## config.mk

```make
export PLATFORM = sky130hd
export DESIGN_NAME = uart_rx
export DESIGN_NICKNAME = d
export VERILOG_FILES = /design/src/rtl/uart_pkg.sv /design/src/rtl/sync_2ff.sv /design/src/rtl/uart_rx.sv
export SDC_FILE = /design/constraint.sdc
export NUM_CORES = 1
export LEC_CHECK = 0
export ABC_AREA = 1
export CAP_MARGIN = 20
export CORE_MARGIN = 2
export CORE_UTILIZATION = 62
export DETAILED_ROUTE_END_ITERATION = 6
export PLACE_DENSITY_LB_ADDON = 0.1
export SLEW_MARGIN = 20
export SYNTH_ARGS = -nofsm -noshare
export SYNTH_HDL_FRONTEND = slang
export SYNTH_SLANG_ARGS = --single-unit
```

## constraint.sdc

```tcl
create_clock -name clk_i -period 4.25 [get_ports clk_i]
set_clock_uncertainty 0.05 [all_clocks]
set_input_delay 1.275 -clock clk_i [delete_from_list [all_inputs] [get_ports clk_i]]
set_output_delay 1.275 -clock clk_i [all_outputs]
set_load 0.05 [all_outputs]
```

## src/rtl/uart_pkg.sv

```systemverilog
// Shared UART definitions: receiver state encoding, bit-timing helper and
// default clocking constants for the rx and tx sides.
package uart_pkg;

  localparam int unsigned DEFAULT_CLK_FREQ_HZ = 50_000_000;
  localparam int unsigned DEFAULT_BAUD_RATE   = 115_200;

  typedef enum logic [2:0] {
    RX_IDLE,
    RX_START,
    RX_DATA,
    RX_PARITY,
    RX_STOP,
    RX_WAIT_HIGH
  } rx_state_e;

  // System clocks per serial bit, truncated towards zero.
  function automatic int unsigned calc_clks_per_bit(input int unsigned clk_freq_hz,
                                                    input int unsigned baud_rate);
    return clk_freq_hz / baud_rate;
  endfunction

endpackage

```

## src/rtl/sync_2ff.sv

```systemverilog
// Generic two-flop synchroniser for signals entering the clk_i domain.
// Each bit resets to RESET_VAL so an idle-high line does not look active.
module sync_2ff #(
  parameter int unsigned WIDTH     = 1,
  parameter logic        RESET_VAL = 1'b1
) (
  input  logic             clk_i,
  input  logic             rst_ni,
  input  logic [WIDTH-1:0] d_i,
  output logic [WIDTH-1:0] q_o
);

  logic [WIDTH-1:0] meta_reg;
  logic [WIDTH-1:0] sync_reg;

  for (genvar gi = 0; gi < WIDTH; gi++) begin : g_bit
    always_ff @(posedge clk_i or negedge rst_ni) begin
      if (!rst_ni) begin
        meta_reg[gi] <= RESET_VAL;
        sync_reg[gi] <= RESET_VAL;
      end else begin
        meta_reg[gi] <= d_i[gi];
        sync_reg[gi] <= meta_reg[gi];
      end
    end
  end

  assign q_o = sync_reg;

endmodule

```

## src/rtl/uart_rx.sv

```systemverilog
// UART receiver: mid-bit sampling of the synchronised line, optional parity,
// one-entry output buffer with valid/ready handshake and overrun reporting.
module uart_rx
  import uart_pkg::*;
#(
  parameter int unsigned CLK_FREQ_HZ = DEFAULT_CLK_FREQ_HZ,
  parameter int unsigned BAUD_RATE   = DEFAULT_BAUD_RATE,
  parameter int unsigned DATA_BITS   = 8,
  parameter int unsigned PARITY_EN   = 0,
  parameter int unsigned PARITY_ODD  = 0
) (
  input  logic                 clk_i,
  input  logic                 rst_ni,
  input  logic                 rx_i,
  output logic [DATA_BITS-1:0] data_o,
  output logic                 valid_o,
  input  logic                 ready_i,
  output logic                 frame_err_o,
  output logic                 parity_err_o,
  output logic                 overrun_o,
  output logic                 busy_o
);

  localparam int unsigned CLKS_PER_BIT = calc_clks_per_bit(CLK_FREQ_HZ, BAUD_RATE);
  localparam int unsigned HALF         = CLKS_PER_BIT / 2;
  localparam int unsigned CNT_W        = (CLKS_PER_BIT > 1) ? $clog2(CLKS_PER_BIT) : 1;
  localparam int unsigned IDX_W        = (DATA_BITS > 1) ? $clog2(DATA_BITS) : 1;

  localparam logic [CNT_W-1:0] CNT_LAST = CNT_W'(CLKS_PER_BIT - 1);
  localparam logic [CNT_W-1:0] CNT_HALF = CNT_W'(HALF - 1);
  localparam logic [IDX_W-1:0] IDX_LAST = IDX_W'(DATA_BITS - 1);
  localparam logic             ODD      = (PARITY_ODD != 0);
  localparam logic             HAS_PAR  = (PARITY_EN != 0);

  if (CLKS_PER_BIT < 4) begin : g_bad_timing
    $error("uart_rx: CLK_FREQ_HZ/BAUD_RATE must be at least 4");
  end
  if (DATA_BITS < 5 || DATA_BITS > 9) begin : g_bad_width
    $error("uart_rx: DATA_BITS must be in 5..9");
  end

  logic rx_s;

  sync_2ff #(
    .WIDTH     (1),
    .RESET_VAL (1'b1)
  ) u_sync (
    .clk_i  (clk_i),
    .rst_ni (rst_ni),
    .d_i    (rx_i),
    .q_o    (rx_s)
  );

  rx_state_e            state_reg;
  logic [CNT_W-1:0]     cnt_reg;
  logic [IDX_W-1:0]     idx_reg;
  logic [DATA_BITS-1:0] shift_reg;
  logic                 frame_par_err_reg;

  logic [DATA_BITS-1:0] data_reg;
  logic                 valid_reg;
  logic                 frame_err_reg;
  logic                 parity_err_reg;
  logic                 overrun_reg;

  logic                 bit_done;
  logic                 frame_done;
  logic                 can_load;
  logic [DATA_BITS-1:0] bit_sel;
  logic [DATA_BITS-1:0] shift_next;

  assign bit_done   = (cnt_reg == CNT_LAST);
  assign frame_done = (state_reg == RX_STOP) && bit_done;
  assign can_load   = !valid_reg || ready_i;

  // One-hot write enable for the data bit currently being sampled.
  for (genvar gi = 0; gi < DATA_BITS; gi++) begin : g_bit_sel
    assign bit_sel[gi] = (idx_reg == IDX_W'(gi));
  end

  assign shift_next = (shift_reg & ~bit_sel) | (bit_sel & {DATA_BITS{rx_s}});

  always_ff @(posedge clk_i or negedge rst_ni) begin
    if (!rst_ni) begin
      state_reg         <= RX_IDLE;
      cnt_reg           <= '0;
      idx_reg           <= '0;
      shift_reg         <= '0;
      frame_par_err_reg <= 1'b0;
    end else begin
      case (state_reg)
        RX_IDLE: begin
          if (!rx_s) begin
            state_reg <= RX_START;
            cnt_reg   <= '0;
          end
        end

        RX_START: begin
          if (cnt_reg == CNT_HALF) begin
            cnt_reg           <= '0;
            idx_reg           <= '0;
            frame_par_err_reg <= 1'b0;
            // A start bit that is high again at mid-bit was only a glitch.
            state_reg         <= rx_s ? RX_IDLE : RX_DATA;
          end else begin
            cnt_reg <= cnt_reg + CNT_W'(1);
          end
        end

        RX_DATA: begin
          if (bit_done) begin
            cnt_reg   <= '0;
            shift_reg <= shift_next;
            if (idx_reg == IDX_LAST) begin
              state_reg <= HAS_PAR ? RX_PARITY : RX_STOP;
            end else begin
              idx_reg <= idx_reg + IDX_W'(1);
            end
          end else begin
            cnt_reg <= cnt_reg + CNT_W'(1);
          end
        end

        RX_PARITY: begin
          if (bit_done) begin
            cnt_reg           <= '0;
            frame_par_err_reg <= ((^shift_reg) ^ rx_s) != ODD;
            state_reg         <= RX_STOP;
          end else begin
            cnt_reg <= cnt_reg + CNT_W'(1);
          end
        end

        RX_STOP: begin
          if (bit_done) begin
            cnt_reg   <= '0;
            // A low stop bit may be a break; wait for the line to recover.
            state_reg <= rx_s ? RX_IDLE : RX_WAIT_HIGH;
          end else begin
            cnt_reg <= cnt_reg + CNT_W'(1);
          end
        end

        RX_WAIT_HIGH: begin
          if (rx_s) begin
            state_reg <= RX_IDLE;
          end
        end

        default: begin
          state_reg <= RX_IDLE;
        end
      endcase
    end
  end

  // Output buffer: a completed frame replaces the held one only if the held
  // one is absent or being consumed in the same cycle; otherwise it is lost.
  always_ff @(posedge clk_i or negedge rst_ni) begin
    if (!rst_ni) begin
      data_reg       <= '0;
      valid_reg      <= 1'b0;
      frame_err_reg  <= 1'b0;
      parity_err_reg <= 1'b0;
      overrun_reg    <= 1'b0;
    end else begin
      overrun_reg <= 1'b0;
      if (frame_done) begin
        if (can_load) begin
          data_reg       <= shift_reg;
          frame_err_reg  <= ~rx_s;
          parity_err_reg <= frame_par_err_reg;
          valid_reg      <= 1'b1;
        end else begin
          overrun_reg <= 1'b1;
        end
      end else if (valid_reg && ready_i) begin
        valid_reg <= 1'b0;
      end
    end
  end

  assign data_o       = data_reg;
  assign valid_o      = valid_reg;
  assign frame_err_o  = frame_err_reg;
  assign parity_err_o = parity_err_reg;
  assign overrun_o    = overrun_reg;
  assign busy_o       = (state_reg != RX_IDLE);

endmodule

```

==> results_dict.tcl, run 1 <==
set metrics [dict create \
    status "finished, final reports clean" \
    finalHoldViolCount 0 \
    worst_pin_slew_ns 0.818 \
    finalSetupViolCount 0 \
    synth_nets 293 \
    numPlacedInstances 338 \
    critical_path.slowest_cell "clkdlybuf4s50_1" \
    ios 17 \
    clockBufferDepth 2 \
    syn_area_per_cell_um2 7.73 \
    final_cell_mix "nand2_1, dfrtp_1, inv_1, nand3_1, o21ai_0" \
    drt_iter0_drc 112 \
    maxCapViolCount 0 \
    grt_overflow_total 0 \
    final_cells 346 \
    rr_startpoint "cnt_reg[1]" \
    start_util_pct 64.9 \
    yosys-top-cells-area "dfrtp_1, nand2_1, inv_1" \
    ctsResizeCount 0 \
    clk_latency_ns 0.34 \
    die_height_um 63.1 \
    yosys_warnings 0 \
    syn-cell-area_um2 2160 \
    switching_share_pct 18.5 \
    dr.pass1.iters 4 \
    power_switching_uw 128 \
    worstPathMaxFanout 5 \
    viasPerCell 5.08 \
    port-buffer-count 16 \
    synthDominantCellAreaShare_pct 41.6 \
    wl_um 3980 \
    power_density_nw_per_um2 281 \
    dr_total_vias 1759 \
    layout_min_cycle_time_ns 3.26 \
    layout_commonest_cell "nand2_1" \
    path_class "reg -> out" \
    hold_ws_ns 0.315 \
    hold_path_class "reg -> reg" \
    slew_headroom_pct 45.5 \
    yosysSeqAreaShare_pct 44.0 \
    postSynthCellCount 280 \
    htree_levels 2 \
    p_seq_share_pct 52.6 \
    grt_pass1_wl_um 7310 \
    ys_seq_elements 38 \
    cp_data_arrival_time_ns 1.94 \
    cts.sinks 38 \
    antenna_found_initial 0 \
    drive_above_1_share_pct 12.7 \
    nets 312 \
    n_antenna_cell 0 \
    leakagePower_nw 1.17 \
    ant_nets 0 \
    setup.worst_path.start "state_reg[0]" \
    cts_tree "yes" \
    fin_ws_ns 0.990 \
    worstPathCellList "inv_2 > nand2_2 > nor2_2 > inv_1 > clkdlybuf4s50_1" \
    p_int_uw 565 \
    cp_data_required_time_ns 2.92 \
    first_global_vias 1684 \
    max_stage_delay_ns 0.79 \
    comb_power_share_pct 1.7 \
    cts_setup_buffers 0 \
    wl_per_cell_um 11.5 \
    r2r-end "data_o[4]" \
    pwr-share-clk_pct 45.7 \
    synth_cell_types 27 \
    grtUsageMet2_pct 36.3 \
    dp_hpwl_um 2980 \
    track_usage_pct 23.4 \
    fin_total_pwr_uw 693 \
    finalSetupTns_ns 0 \
    critical_path.endpoint_type "output pin" \
    crit_end "busy_o" \
    rrSetupSlack_ns 2.24 \
    path_clk_slew_ns 0.11 \
    area_delta_synth_final_pct 13.8 \
    grt_use_met1_pct 32.1 \
    die_area_um2 3980 \
    grt-busiest-layer "met2" \
    yosysTopAreaCell "dfrtp_1" \
    max_clock_freq_ghz 0.307 \
    grt_max_degree 39 \
    startpoint_type "flop" \
    rows 21 \
    core_area_um2 3340 \
    fp.dieW_um 63.1 \
    pre_cts_slack_ns 1.35 \
    rsz0062_at_grt "false" \
    met3_usage_pct 5.89 \
    gp_congestion 0.879 \
    reg2reg_depth 6 \
    drc_errors 0 \
    slew_violations 0 \
    clock-root-buffer "clkbuf_4" \
    holdBufCountCts 0 \
    cts_inserted_buffers 5 \
    period_share_pct 76.7 \
    vdd_drop_max_mv 0.241 \
]
## worst max-delay path: cells and delay by family, from the launching register on
family | cells | cell delay, ns
buf+inv | 3 | 0.95
flops | 1 | 0.48
simple gates | 2 | 0.17
## worst min path at each step
stage                       to  depth (start not counted)  slack, ns       startpoint
floorplan           u_sync.q_o                          0       0.30  u_sync.meta_reg
global placement    u_sync.q_o                          0       0.30  u_sync.meta_reg
detailed placement  u_sync.q_o                          0       0.30  u_sync.meta_reg
CTS                 u_sync.q_o                          0       0.32  u_sync.meta_reg
global route        u_sync.q_o                          0       0.32  u_sync.meta_reg
finish              u_sync.q_o                          0       0.32  u_sync.meta_reg
## per-stage QoR
stage / instance area (um2) / util (%)
2_1_floorplan: 2160 / -
3_3_place_gp: 2350 / 70.5
3_5_place_dp: 2350 / 70.5
4_1_cts: 2460 / 73.8
5_1_grt: 2460 / 73.8
6_report: 2460 / 73.8
## kinds of logic after synthesis
| logic type | after synthesis | synth area share [%] |
|---|---|---|
| flip-flops | 38 | 44.0 |
| buffers and inverters | 45 | 8.38 |
| adder cells (fa/ha/maj) | 9 | 5.20 |
| AND/OR/NAND/NOR | 148 | 31.9 |
| AO/OA/AOI/OAI | 34 | 8.03 |
| XOR/XNOR | 6 | 2.43 |
## power groups by stage
stage / Sequential (mW) / Clock (mW) / Combinational [mW]
2_1_floorplan: 0.370 / 0 / 0.00362
3_3_place_gp: 0.372 / 0 / 0.0123
3_5_place_dp: 0.372 / 0 / 0.0125
4_1_cts: 0.365 / 0.323 / 0.0124
5_1_grt: 0.365 / 0.342 / 0.0142
6_report: 0.365 / 0.317 / 0.0119
## cell usage after synthesis, drive strengths merged
| master | number |
|---|---|
| nand2 | 89 |
| nor3 | 10 |
| dfstp | 2 |
| nand4 | 4 |
| nor2 | 25 |
| xnor2 | 1 |
| o21ai | 31 |
| clkbuf | 1 |
| inv | 40 |
| buf | 3 |
| nand3 | 19 |
| nand3b | 1 |
| a21oi | 3 |
| clkinv | 1 |
| xor2 | 5 |
| ha | 9 |
| dfrtp | 36 |
## final cells by class
cell class / count / area [um2]
Multi-Input combinational cell: 197 / 1030
Sequential cell: 38 / 953
Fill cell: 270 / 873
Inverter: 41 / 156
Timing Repair Buffer: 16 / 155
Clock inverter: 2 / 60.1
Tap cell: 46 / 57.6
Clock buffer: 6 / 51.3
## layer usage
metal	part of all wire (%)	vias up	routed length [um]
met5	0	-	0
met4	1.3	0	53
met3	4.7	6	185
met2	45	36	1790
met1	49	800	1950
li1	-	917	-
(Power assumes the default switching activity.)
==> run 2: changes to the inputs <==
--- a/config.mk
+++ b/config.mk
@@ -8,7 +8,7 @@
 export ABC_AREA = 1
 export CAP_MARGIN = 20
 export CORE_MARGIN = 2
-export CORE_UTILIZATION = 62
+export CORE_UTILIZATION = 52
 export DETAILED_ROUTE_END_ITERATION = 6
 export PLACE_DENSITY_LB_ADDON = 0.1
 export SLEW_MARGIN = 20
==> constraint.sdc (replaced) <==
create_clock -name clk_i -period 2.7 [get_ports clk_i]
set_clock_uncertainty 0.05 [all_clocks]
set_input_delay 0.81 -clock clk_i [delete_from_list [all_inputs] [get_ports clk_i]]
set_output_delay 0.81 -clock clk_i [all_outputs]
set_load 0.05 [all_outputs]
==> run 2 against run 1 <==
Against the previous run: critical path depth down 4; power rose by 70%; worst setup slack worse by 0.61 ns; sequential cell count is the same; sequential share of layout area decreased by 0.56 points; combinational power increased by 57%; die area rose by 18%; cell count rose by 1.4%; non-clock buffer count up 1; global-route usage is 3.3 points lower; critical endpoint is now valid_o; highest routed layer unchanged.
==> results_dict.tcl, run 2 (synthesized netlist as in run 1, its figures left out) <==
set metrics [dict create \
    dr_total_vias 1750 \
    final_cell_mix "nand2_1, dfrtp_1, inv_1, nand3_1, o21ai_0" \
    vdd_drop_max_mv 0.257 \
    switching_share_pct 19.9 \
    numPlacedInstances 343 \
    timing.critical_path.buf_inv 1 \
    fp.dieW_um 68.5 \
    port-buffer-count 16 \
    hold_ws_ns 0.309 \
    track_usage_pct 20.2 \
    maxCapViolCount 0 \
    worst_pin_slew_ns 0.812 \
    path_class "reg -> out" \
    area_delta_synth_final_pct 15.5 \
    cp_data_arrival_time_ns 1.46 \
    holdBufCountCts 0 \
    antenna_found_initial 0 \
    grt_overflow_total 0 \
    critPathTopFamily "buffers and inverters" \
    finalSetupViolCount 0 \
    cp_data_required_time_ns 1.84 \
    pwr-share-clk_pct 49.9 \
    grt_max_degree 39 \
    final_cells 351 \
    dr.pass1.iters 4 \
    cts_tree "yes" \
    cts.sinks 38 \
    rsz0062_at_grt "false" \
    clk_latency_ns 0.30 \
    finalHoldViolCount 0 \
    ctsResizeCount 0 \
    period_share_pct 85.9 \
    path_clk_slew_ns 0.08 \
    die_height_um 68.5 \
    clockBufferDepth 2 \
    max_stage_delay_ns 0.80 \
    core_area_um2 4000 \
    wl_um 4040 \
    clock-root-buffer "clkbuf_8" \
    htree_levels 2 \
    first_global_vias 1483 \
    critical_path.endpoint_type "output pin" \
    power_density_nw_per_um2 473 \
    layout_commonest_cell "nand2_1" \
    drive_above_1_share_pct 13.3 \
    finalSetupTns_ns 0 \
    leakagePower_nw 1.18 \
    status "finished, final reports clean" \
    power_switching_uw 235 \
    ant_nets 0 \
    nets 313 \
    viasPerCell 4.99 \
    ios 17 \
    wl_per_cell_um 11.5 \
    die_area_um2 4690 \
    p_seq_share_pct 48.6 \
    slew_headroom_pct 45.9 \
    startpoint_type "flop" \
    drt_iter0_drc 87 \
    drc_errors 0 \
    comb_power_share_pct 1.6 \
    p_int_uw 946 \
    dp_hpwl_um 2980 \
    worstPathMaxFanout 2 \
    max_clock_freq_ghz 0.431 \
    critical_path.slowest_cell "clkdlybuf4s50_1" \
    grt_pass1_wl_um 6930 \
    n_antenna_cell 0 \
    slew_violations 0 \
    cts_inserted_buffers 5 \
    start_util_pct 54.1 \
    layout_min_cycle_time_ns 2.32 \
    rrSetupSlack_ns 0.90 \
    num-fill-cells 375 \
    hold_path_class "reg -> reg" \
    gp_congestion 0.833 \
    rows 23 \
    worstPathCellList "clkdlybuf4s50_1" \
    cts_setup_buffers 0 \
]
## run 2: changes by cell type in the layout (fill, tap and decap cells not counted)
cell and delta:
clkinv_4 +1, clkbuf_4 -5, buf_4 +2, clkdlybuf4s50_1 -1, clkbuf_8 +4
## run 2: cell type report
class / count / area [um2] / share of cell area, %
sequential: 38 / 953 / 38.1
timing repair buffer: 17 / 160 / 6.41
clock buffer: 5 / 68.8 / 2.75
multi-input combinational: 197 / 1030 / 41.2
inverter: 41 / 156 / 6.26
tap: 50 / 62.6 / 2.50
clock inverter: 3 / 68.8 / 2.75
## run 2: final timing paths
kind / depth (start not counted) / from / to
min in group asynchronous: 1 / rst_ni / cnt_reg[2]
max in group asynchronous: 1 / rst_ni / state_reg[0]
min: 0 / u_sync.meta_reg / u_sync.q_o
min reg2reg: 0 / u_sync.meta_reg / u_sync.q_o
max reg2reg: 9 / cnt_reg[1] / state_reg[0]
max: 1 / valid_o / valid_o
## run 2: power by group through the flow
| stage | Combinational, mW | Clock (mW) | Sequential, mW |
|---|---|---|---|
| floorplan | 0.00571 | 0 | 0.583 |
| global placement | 0.0198 | 0 | 0.585 |
| detailed placement | 0.0199 | 0 | 0.585 |
| CTS | 0.0200 | 0.600 | 0.574 |
| global route | 0.0227 | 0.619 | 0.574 |
| finish | 0.0187 | 0.589 | 0.574 |
## run 2: through the flow
| stage | total power [mW] | utilization (%) | instance area (um2) | worst slack, ns |
|---|---|---|---|---|
| floorplan | 0.589 | - | 2160 | 0.885 |
| global placement | 0.605 | 59.1 | 2360 | 0.661 |
| detailed placement | 0.605 | 59.1 | 2360 | 0.641 |
| CTS | 1.19 | 62.5 | 2500 | 0.376 |
| global route | 1.22 | 62.5 | 2500 | 0.341 |
| finish | 1.18 | 62.5 | 2500 | 0.382 |
## run 2: layer usage
layer | vias to the layer above | wire [um] | track usage (%)
li1 | 917 | - | -
met1 | 790 | 2080 | 30.2
met2 | 36 | 1680 | 27.9
met3 | 7 | 193 | 5.03
met4 | 0 | 80 | 7.50
met5 | - | 0 | 0
==> run 3: changes to the inputs <==
--- a/config.mk
+++ b/config.mk
@@ -10,7 +10,7 @@
 export CORE_MARGIN = 2
 export CORE_UTILIZATION = 52
 export DETAILED_ROUTE_END_ITERATION = 6
-export PLACE_DENSITY_LB_ADDON = 0.1
+export PLACE_DENSITY = 0.81
 export SLEW_MARGIN = 20
 export SYNTH_ARGS = -nofsm -noshare
 export SYNTH_HDL_FRONTEND = slang
==> run 3 against run 2 <==
Against the previous run: wire length shrank 5.2%; global-route usage shrank 0.70 points; critical path depth is the same; power shrank 16%; sequential power is essentially flat; via count shrank 1.9%; clock power shrank 31%.
==> results_dict.tcl, run 3 (synthesized netlist as in run 1, its figures left out) <==
set metrics [dict create \
    max_stage_delay_ns 0.80 \
    htree_levels 2 \
    clockBufferDepth 2 \
    first_global_vias 1574 \
    startpoint_type "flop" \
    dp_hpwl_um 2940 \
    critPathTopFamily "buffers and inverters" \
    port-buffer-count 16 \
    slew_violations 0 \
    nets 313 \
    p_seq_share_pct 57.5 \
    leakagePower_nw 1.16 \
    dr.pass1.iters 4 \
    wl_per_cell_um 10.9 \
    path_class "reg -> out" \
    grt_pass1_wl_um 6800 \
    viasPerCell 4.89 \
    ant_nets 0 \
    fin_total_pwr_uw 998 \
    layout_min_cycle_time_ns 2.31 \
    comb_power_share_pct 1.9 \
    worstPathCellList "clkdlybuf4s50_1" \
    antenna_found_initial 0 \
    critical_path.slowest_cell "clkdlybuf4s50_1" \
    cp_data_required_time_ns 1.84 \
    ios 17 \
    p_int_uw 781 \
    track_usage_pct 19.5 \
    wl_um 3830 \
    hold_path_class "reg -> reg" \
    layout_commonest_cell "nand2_1" \
    finalHoldViolCount 0 \
    drive_above_1_share_pct 13.3 \
    ctsResizeCount 0 \
    die_area_um2 4690 \
    switching_share_pct 21.7 \
    worst_pin_slew_ns 0.801 \
    grt_overflow_total 0 \
    path_clk_slew_ns 0.08 \
    cts_tree "yes" \
    dr_total_vias 1717 \
    vdd_drop_max_mv 0.202 \
    final_cell_mix "nand2_1, dfrtp_1, inv_1, nand3_1, o21ai_0" \
    gp_congestion 0.848 \
    cp_data_arrival_time_ns 1.45 \
    fp.dieW_um 68.5 \
    rrSetupSlack_ns 0.95 \
    clk_latency_ns 0.29 \
    drc_errors 0 \
    pwr-share-clk_pct 40.6 \
    timing.critical_path.buf_inv 1 \
    cts.sinks 38 \
    slew_headroom_pct 46.6 \
    period_share_pct 85.6 \
    multi_input_area_um2 1030 \
    regArea_um2 953 \
    die_height_um 68.5 \
    core_area_um2 4000 \
    status "finished, final reports clean" \
    critical_path.endpoint_type "output pin" \
    start_util_pct 54.1 \
    rows 23 \
    area_delta_synth_final_pct 13.5 \
    clock-root-buffer "clkbuf_8" \
    num-fill-cells 358 \
    rsz0062_at_grt "false" \
    cts_setup_buffers 0 \
    n_antenna_cell 0 \
    power_density_nw_per_um2 406 \
    finalSetupViolCount 0 \
    worstPathMaxFanout 2 \
    grt_max_degree 39 \
    power_switching_uw 217 \
    holdBufCountCts 0 \
    drt_iter0_drc 108 \
    max_clock_freq_ghz 0.433 \
    cts_inserted_buffers 5 \
    maxCapViolCount 0 \
    finalSetupTns_ns 0 \
]
==> run 3: cell types whose count changed in the layout (fill, tap and decap cells not counted), sizes merged <==
cell,before,now
clkinvlp,0,1
bufinv,2,0
clkbuf,5,6
==> run 3: final cells by class <==
type                            instances  area share (%)
Clock inverter                          2           0.509
Sequential cell                        38            38.8
Multi-Input combinational cell        197            41.9
Tap cell                               50            2.55
Inverter                               41            6.36
Timing Repair Buffer                   17            6.52
Clock buffer                            6            3.36
==> run 3: path summary, 6_finish.rpt <==
check | from | endpoint | cells past startpoint
worst max-delay path | data_o[7] | data_o[7] | 1
worst min-delay path | u_sync.meta_reg | u_sync.q_o | 0
worst max register to register | cnt_reg[1] | state_reg[0] | 9
worst min register to register | u_sync.meta_reg | u_sync.q_o | 0
max in group asynchronous | rst_ni | state_reg[0] | 1
min in group asynchronous | rst_ni | cnt_reg[5] | 1
==> run 3: routing by layer <==
layer | share of wire, % | global-route usage [%]
met5 | 0 | 0
met4 | 2.3 | 8.25
met1 | 50 | 26.9
met3 | 3.5 | 4.87
met2 | 44 | 29.1
==> run 3: through the flow <==
step	instance area [um2]	setup slack, ns	std cells	util [%]	hold slack (ns)
3_3_place_gp	2360	0.697	343	59.1	0.297
3_5_place_dp	2360	0.642	343	59.1	0.301
5_1_grt	2460	0.334	351	61.4	0.317
2_1_floorplan	2160	0.885	280	-	0.295
4_1_cts	2460	0.378	351	61.4	0.311
6_report	2460	0.390	351	61.4	0.309
==> run 3: power by group through the flow <==
stage / registers, mW / logic, mW / clock network [mW]
2_1_floorplan: 0.583 / 0.00571 / 0
3_3_place_gp: 0.585 / 0.0194 / 0
3_5_place_dp: 0.585 / 0.0201 / 0
4_1_cts: 0.574 / 0.0201 / 0.420
5_1_grt: 0.574 / 0.0226 / 0.446
6_report: 0.574 / 0.0188 / 0.405
